### src/rtl/alu_div_seq.sv
// alu_div_seq: iterative restoring divider, companion to the combinational ALU.
// Returns {remainder, quotient} on out_data through a start/busy/done handshake.
// One restoring step per clock in CALC, followed by a finalize cycle that
// latches the result on entry to DONE.
//
// Build option: define ALU_DIV_SIGNED_EN for two's-complement operands.
// The core still divides magnitudes. One extra cycle then applies the sign
// correction: the quotient truncates toward zero and the remainder takes the
// dividend's sign. Leave it undefined for the plain unsigned divider.

module alu_div_seq #(
    parameter int WIDTH = 4
) (
    input  logic               clk,
    input  logic               rst_n,
    input  logic               start,
    input  logic [WIDTH-1:0]   in_data1,
    input  logic [WIDTH-1:0]   in_data2,
    output logic               busy,
    output logic               done,
    output logic               div_zero,
    output logic [2*WIDTH-1:0] out_data
);

    typedef enum logic [1:0] {
        IDLE = 2'd0,
        CALC = 2'd1,
        DONE = 2'd2
    } state_e;

    // Cycles spent in CALC after the restoring steps (sign correction).
`ifdef ALU_DIV_SIGNED_EN
    localparam int EXTRA = 1;
`else
    localparam int EXTRA = 0;
`endif

    localparam int              CNT_W     = $clog2(WIDTH + EXTRA + 2);
    localparam logic [CNT_W-1:0] CNT_EXTRA = CNT_W'(EXTRA);
    localparam logic [CNT_W-1:0] CNT_LOAD  = CNT_W'(WIDTH + EXTRA);
    localparam logic [CNT_W-1:0] CNT_ONE   = CNT_W'(1);

`ifdef ALU_DIV_SIGNED_EN
    localparam logic [WIDTH-1:0] ONE = WIDTH'(1);

    // Two's-complement negate; MIN maps onto itself, which is what both the
    // magnitude of MIN and the MIN / -1 quotient need.
    function automatic logic [WIDTH-1:0] negate(input logic [WIDTH-1:0] v);
        return ~v + ONE;
    endfunction

    function automatic logic [WIDTH-1:0] magnitude(input logic [WIDTH-1:0] v);
        return v[WIDTH-1] ? negate(v) : v;
    endfunction
`endif

    state_e               state_q, state_d;
    logic [CNT_W-1:0]     cnt_q, cnt_d;
    logic [WIDTH-1:0]     rem_q, rem_d;     // partial remainder
    logic [WIDTH-1:0]     dvd_q, dvd_d;     // dividend bits still to shift in
    logic [WIDTH-1:0]     dvs_q, dvs_d;     // divisor (magnitude)
    logic [WIDTH-1:0]     quo_q, quo_d;     // quotient being built
    logic                 dz_q, dz_d;       // current operation has divisor 0
    logic [2*WIDTH-1:0]   out_q, out_d;
    logic                 div_zero_q, div_zero_d;
`ifdef ALU_DIV_SIGNED_EN
    logic                 q_neg_q, q_neg_d; // negate quotient at the end
    logic                 r_neg_q, r_neg_d; // negate remainder at the end
`endif

    logic [WIDTH:0]       rem_sh;           // {rem, next dividend bit}
    logic [WIDTH-1:0]     diff;
    logic                 no_borrow;
    logic                 accept;
    logic                 zero_div;

    // Trial subtraction for one restoring step. When no borrow occurs the true
    // difference is below the divisor, so its low WIDTH bits are exact.
    always_comb begin
        rem_sh    = {rem_q, dvd_q[WIDTH-1]};
        no_borrow = (rem_sh >= {1'b0, dvs_q});
        diff      = rem_sh[WIDTH-1:0] - dvs_q;
        accept    = start && (state_q != CALC);
        zero_div  = (in_data2 == '0);
    end

    // Next-state and datapath update.
    always_comb begin
        // NOTE: every signal written here gets a default first, so no path can leave it unassigned and infer a latch.
        state_d    = state_q;
        cnt_d      = cnt_q;
        rem_d      = rem_q;
        dvd_d      = dvd_q;
        dvs_d      = dvs_q;
        quo_d      = quo_q;
        dz_d       = dz_q;
        out_d      = out_q;
        div_zero_d = div_zero_q;
`ifdef ALU_DIV_SIGNED_EN
        q_neg_d    = q_neg_q;
        r_neg_d    = r_neg_q;
`endif

        case (state_q)
            CALC: begin
                if (cnt_q == '0) begin
                    // Finalize: latch the result as DONE is entered.
                    state_d    = DONE;
                    out_d      = {rem_q, quo_q};
                    div_zero_d = dz_q;
                end else begin
                    cnt_d = cnt_q - CNT_ONE;
                    if (!dz_q && (cnt_q > CNT_EXTRA)) begin
                        rem_d = no_borrow ? diff : rem_sh[WIDTH-1:0];
                        quo_d = {quo_q[WIDTH-2:0], no_borrow};
                        dvd_d = {dvd_q[WIDTH-2:0], 1'b0};
                    end
`ifdef ALU_DIV_SIGNED_EN
                    else if (!dz_q) begin
                        // Sign-correction cycle after the last restoring step.
                        if (q_neg_q) quo_d = negate(quo_q);
                        if (r_neg_q) rem_d = negate(rem_q);
                    end
`endif
                end
            end
            DONE:    state_d = IDLE;
            default: ;
        endcase

        // A start in IDLE or DONE is accepted; in CALC it is ignored.
        if (accept) begin
            state_d = CALC;
            dz_d    = zero_div;
            cnt_d   = zero_div ? CNT_EXTRA : CNT_LOAD;
            // A zero divisor preloads the fixed answer: quotient all ones,
            // remainder equal to the dividend as given.
            rem_d   = zero_div ? in_data1 : '0;
            quo_d   = zero_div ? '1 : '0;
`ifdef ALU_DIV_SIGNED_EN
            dvd_d   = magnitude(in_data1);
            dvs_d   = magnitude(in_data2);
            q_neg_d = in_data1[WIDTH-1] ^ in_data2[WIDTH-1];
            r_neg_d = in_data1[WIDTH-1];
`else
            dvd_d   = in_data1;
            dvs_d   = in_data2;
`endif
        end
    end

    // State and datapath registers with synchronous active-low reset.
    always_ff @(posedge clk) begin
        // NOTE: sequential state uses non-blocking assignments so every flop samples the pre-edge values.
        if (!rst_n) begin
            // NOTE: all datapath registers are reset as well, so an aborted operation leaves no stale state behind.
            state_q    <= IDLE;
            cnt_q      <= '0;
            rem_q      <= '0;
            dvd_q      <= '0;
            dvs_q      <= '0;
            quo_q      <= '0;
            dz_q       <= 1'b0;
            out_q      <= '0;
            div_zero_q <= 1'b0;
`ifdef ALU_DIV_SIGNED_EN
            q_neg_q    <= 1'b0;
            r_neg_q    <= 1'b0;
`endif
        end else begin
            state_q    <= state_d;
            cnt_q      <= cnt_d;
            rem_q      <= rem_d;
            dvd_q      <= dvd_d;
            dvs_q      <= dvs_d;
            quo_q      <= quo_d;
            dz_q       <= dz_d;
            out_q      <= out_d;
            div_zero_q <= div_zero_d;
`ifdef ALU_DIV_SIGNED_EN
            q_neg_q    <= q_neg_d;
            r_neg_q    <= r_neg_d;
`endif
        end
    end

    // Handshake outputs decode directly from the state register.
    always_comb begin
        busy     = (state_q == CALC);
        done     = (state_q == DONE);
        div_zero = div_zero_q;
        out_data = out_q;
    end

endmodule

### config.mk
export PLATFORM = sky130hd
export DESIGN_NAME = alu_div_seq
export DESIGN_NICKNAME = d
export VERILOG_FILES = /design/src/rtl/alu_div_seq.sv
export SDC_FILE = /design/constraint.sdc
export NUM_CORES = 1
export LEC_CHECK = 0
export ABC_AREA = 1
export BUFFER_PORTS_ARGS = -buffer_cell sky130_fd_sc_hd__buf_2
export CORE_ASPECT_RATIO = 2
export CORE_MARGIN = 10
export CORE_UTILIZATION = 55
export DETAILED_ROUTE_END_ITERATION = 12
export PLACE_DENSITY = 0.77
export SKIP_CTS_REPAIR_TIMING = 1
export SLEW_MARGIN = 20
export SYNTH_ARGS = -nofsm -noshare
export SYNTH_HDL_FRONTEND = slang
export SYNTH_SLANG_ARGS = --single-unit
### constraint.sdc
create_clock -name clk -period 1.6 [get_ports clk]
set_input_delay 0.08 -clock clk [delete_from_list [all_inputs] [get_ports clk]]
set_output_delay 0.08 -clock clk [all_outputs]
set_load 0.01 [all_outputs]
Word level (Yosys, flattened, before mapping)
Index checks and enable logic that the tools add are counted.
Word-level totals
  bits in registers: 31
  bits in latches: 0
  bits in writable memories: 0
  bits in read-only memories: 0
  bits of input ports: 11
  word-level logic and storage cells: 58
  memories kept: 0
Operators by class
  add/sub/neg operators: 2
  multipliers: 0
  divide/modulo/power cells: 0
  order comparisons: 2
  equal/unequal tests: 6
  shift operators: 0
  muxes and demuxes: 22
  bitwise gates (word level): 1
  reductions and logical operators: 15
Operators with widths (count)
  $mux W4: 15
  $mux W3: 4
  $reduce_and A2 Y1: 4
  $reduce_bool A2 Y1: 3
  $ge A5 B4 Y1: 1
  $logic_not A4 Y1: 1
  $ne A2 B1 Y1 const B: 2
  $pmux W2 S2: 1
  $sub A4 B4 Y4: 1
  $gt A3 B1 Y1 const B: 1
  $logic_not A3 Y1: 1
  $ne A3 B1 Y1 const B: 1
  $reduce_and A3 Y1: 1
  $reduce_bool A3 Y1: 1
  $sub A3 B1 Y3 const B: 1
  $eq A2 B1 Y1 const B: 1
  $eq A2 B2 Y1 const B: 1
  $logic_and A1 B1 Y1: 2
  $mux W2: 1
  $ne A2 B2 Y1 const B: 1
  $reduce_or A2 Y1: 1
  $logic_not A1 Y1: 1
  $mux W1: 1
  $not A1 Y1: 1

Depth between registers and ports, before layout
  depth in word-level cells: 6
  mapped depth: 10
  depth with buffers taken out: 10

Worst setup path before layout
OpenSTA, ideal clock, no wires.
  kind: register -> register
  start: register state_q[1]
  end: register rem_q[0]
  library setup time: 118 ps
  arrival: 1309 ps
  data required time: 1482 ps
  path slack: 173 ps
  cell stages (with the launch flop): 11
  buffers on the path: 1
  clock period less this slack: 1427 ps
  cells stage by stage: dfxtp_1 -> inv_1 -> ha_1 -> inv_1 -> nand2_4 -> nand2_2 -> nand2_4 -> inv_6 -> buf_12 -> o21ai_2 -> a21oi_2
RTL lines
  start: declaration: line 57  | state_e state_q, state_d;
  start signal: assignment: line 171  | state_q <= state_d;
  $eq A2 B1 Y1
  via busy: line 19  | output logic busy,
  $reduce_bool A2 Y1 (no line)
  $reduce_and A3 Y1 (no line)
  end signal: assignment: line 173  | rem_q <= rem_d;
  end: declaration: line 59  | logic [WIDTH-1:0] rem_q, rem_d;
The timed path passes the listed nets, and every way through them passes these cells.
A chain may end at the register's enable or synchronous reset.

Worst setup path after layout
  start: register dvs_q[2]
  end: register rem_q[3]
Between the ends
  longest elaborated chain between the ends: 6
RTL lines
  start: declaration: line 61  | logic [WIDTH-1:0] dvs_q, dvs_d;
  start signal: assignment: line 175  | dvs_q <= dvs_d;
  $sub A4 B4 Y4 / $ge A5 B4 Y1 (equally long branches): line 82, 81
  $mux W4 (*): line 114  | rem_d = no_borrow ? diff : rem_sh[WIDTH-1:0];
  $mux W4 (*): line 113  | if (!dz_q && (cnt_q > CNT_EXTRA)) begin
  $mux W4 (*): line 106  | if (cnt_q == '0) begin
  $mux W4 (*): line 104  | case (state_q)
  $mux W4 (*): line 132  | if (accept) begin
Mark *: on every way between the ends. The rest lies on a longest branch, timed or not. The select of a mux whose other input is x is not followed.

==> impl_metrics.yaml <==
sta:
  period_share: 0.933
  fin_crit_ps: 1490
  tightest_slew_ps: 433
  fin_tns_setup_ps: 0
  rsz0062_at_grt: "no"
  maxClockFrequency_ghz: 0.670
  fin_skew_ps: 5.07
  slew_headroom: 0.711
  timing.final.max_slew_violations: 0
  fin_ws_ps: 107
  hold_viol: 0
  setup_viol: 0
finish:
  diodes: 0
  stdcell_area_sq_um: 1890
  nets: 250
  seqCellArea_sq_um: 621
  drive_above_1_share: 0.309
  fillCellCount: 248
  syn_to_final_growth_pct: 19.7
  multi_input_area_sq_um: 852
power:
  leakage_nw: 0.819
  p_per_area_nw_per_um2: 1360
  ir_worst_vdd_v: 0.000911
global_routing:
  grt.total_usage: 0.143
  antenna_found_initial: 0
  grt_overflow: 0
  first_global_vias: 1470
  grt_max_degree: 18
  grt_pass1_wl_um: 6280
synth:
  synth_top_family_by_area: "simple AND/OR/NAND/NOR gates"
  syn_area_sq_um: 1580
  synth-seq-cells: 31
  synth-simple-area-share: 0.221
  synth_nets: 220
  synth.area.top_cells: "dfxtp_1 (39%), a21oi_1 (8.9%), nand2_1 (7.6%), ha_1 (7.1%), nand3_1 (5.4%)"
  post-synth-top-area-cell: "dfxtp_1"
  synth-adder-area-share: 0.0841
  yosysTopAreaCellShare: 0.394
  synth_cells: 199
  synth_xor_area_frac: 0.00556
  synthMuxAreaShare: 0
  yosys_warnings: 0
  synth_compound_area_frac: 0.207
  syn_avg_cell_area_sq_um: 7.92
  synth-seq-area-share: 0.394
  yosysUniqueCellTypes: 28
detailed_routing:
  ant_nets: 0
  vias: 1468
  route.detailed.drc: 0
  first_iter_violations: 31
  dr.pass1.iters: 4
  viasPerCell: 5.67
  wl_per_cell_um: 14.2
  totalWireLength_um: 3670
clock_network:
  cts_tree: "done"
  path_clk_slew_ps: 70
  insertion_delay_ps: 290
  cts_root_buffer: "clkbuf_8"
  cts_sinks: 31
  cts_made_buffers: 5
  clk_path_buf_depth: 2
  cts_max_level: 2
placed_design:
  place_ws_ps: 57.4
  placed_area_sq_um: 1720
  place_congestion: 0.837
  dp_hpwl_um: 2770
  place.port_buffers: 21
setup_path:
  crit_fanout: 5
  start_kind: "flip-flop"
  endpoint_kind: "flip-flop"
  worstPathRequired_ps: 1820
  worstSetupPathType: "reg2reg"
  worst_ep_arrival_time_ps: 1710
floorplan:
  start_util: 0.569
  placeableCoreArea_sq_um: 2770
  dieHeight_um: 95.7
  rows: 27
  dieArea_sq_um: 5540
  ios: 22
  dieWidth_um: 57.9
status:
  status: "finished clean"
run:
  drv_cap: 0
hold_path:
  hold_class: "in2reg"
[placed cells by master, fill, tap and decap left out, types with 2 or more instances in the layout]
cell      instances
dfxtp_1          31
nand2_1          30
a21oi_1          24
buf_2            21
inv_1            18
nand3_1          17
nor2_1           14
a21oi_2           8
buf_4             8
o21ai_2           7
ha_1              7
nand2_2           6
o21ai_1           6
clkbuf_8          6
nand2_4           5
o21ai_0           4
inv_2             3
a31oi_1           3
ha_2              2
[flip-flops by register name (all words and copies together) (netlist names)]
register / flops
dz_q: 1
dvs_q: 4
quo_q: 4
rem_q: 4
dvd_q: 4
out_data: 8
state_q: 2
div_zero: 1
cnt_q: 3
[cell families (layout without fill, tap and decap cells)]
family | Yosys count | in the layout
XOR/XNOR | 1 | 1
AO/OA/AOI/OAI | 55 | 55
buffers and inverters | 28 | 59
adder cells (fa/ha/maj) | 10 | 10
AND/OR/NAND/NOR | 74 | 74
flip-flops | 31 | 31
[stage by stage]
stage / cells / hold WS [ps] / util / power, mW
floorplan: 199 / 207 / - / 1.53
finish: 259 / 52.9 / 0.681 / 2.57
CTS: 258 / 59.5 / 0.663 / 2.52
global placement: 250 / 344 / 0.620 / 1.70
detailed placement: 250 / 354 / 0.620 / 1.71
global route: 259 / 89.4 / 0.681 / 2.73
[area by class of cell]
| type | instances | area share |
|---|---|---|
| Clock buffer | 6 | 0.0438 |
| Clock inverter | 2 | 0.0186 |
| Inverter | 22 | 0.0504 |
| Multi-Input combinational cell | 140 | 0.452 |
| Sequential cell | 31 | 0.329 |
| Tap cell | 29 | 0.0192 |
| Timing Repair Buffer | 29 | 0.0875 |
[synth_stat cells (all sizes together)]
cell type,n
clkbuf,1
dfxtp,31
fa,1
buf,5
a21oi,32
a31oi,3
o21a,1
o21ai,17
nor2,15
inv,22
ha,9
a211oi,1
nand2,41
xnor2,1
nand3b,1
nand3,17
o22ai,1
[metal layers]
layer,vias to the layer above,wire [um],GRT usage,share of wire
li1,722,-,-,-
met1,685,1330,0.127,0.36
met2,46,1970,0.260,0.54
met3,15,184,0.0369,0.050
met4,0,186,0.116,0.051
met5,-,0,0,0
[worst paths after layout]
| path | end | start | cells past startpoint | slack (ps) |
|---|---|---|---|---|
| max reg2reg | rem_q[3]$_SDFFE_PN0P_ | dvs_q[2]$_SDFFE_PN0N_ | 9 | 110 |
| min reg2reg | cnt_q[0]$_SDFFE_PN0P_ | cnt_q[0]$_SDFFE_PN0P_ | 1 | 430 |
| min | dvs_q[0]$_SDFFE_PN0N_ | in_data2[0] | 3 | 50 |
| max | rem_q[3]$_SDFFE_PN0P_ | dvs_q[2]$_SDFFE_PN0N_ | 9 | 110 |
[power by group]
group	switching (mW)	total [mW]	internal (mW)
clock	0.300	0.803	0.503
sequential	0.0558	0.916	0.860
combinational	0.521	0.853	0.333
[critical path, stage by stage (launching register included)]
cell and delay, ps:
dfxtp_1 310, inv_1 50, ha_2 370, nand3_1 100, nand2_2 130, nand2_4 80, buf_4 130, nand3b_1 70
nand3_1 70, a21oi_1 110
(Power assumes the default switching activity.)
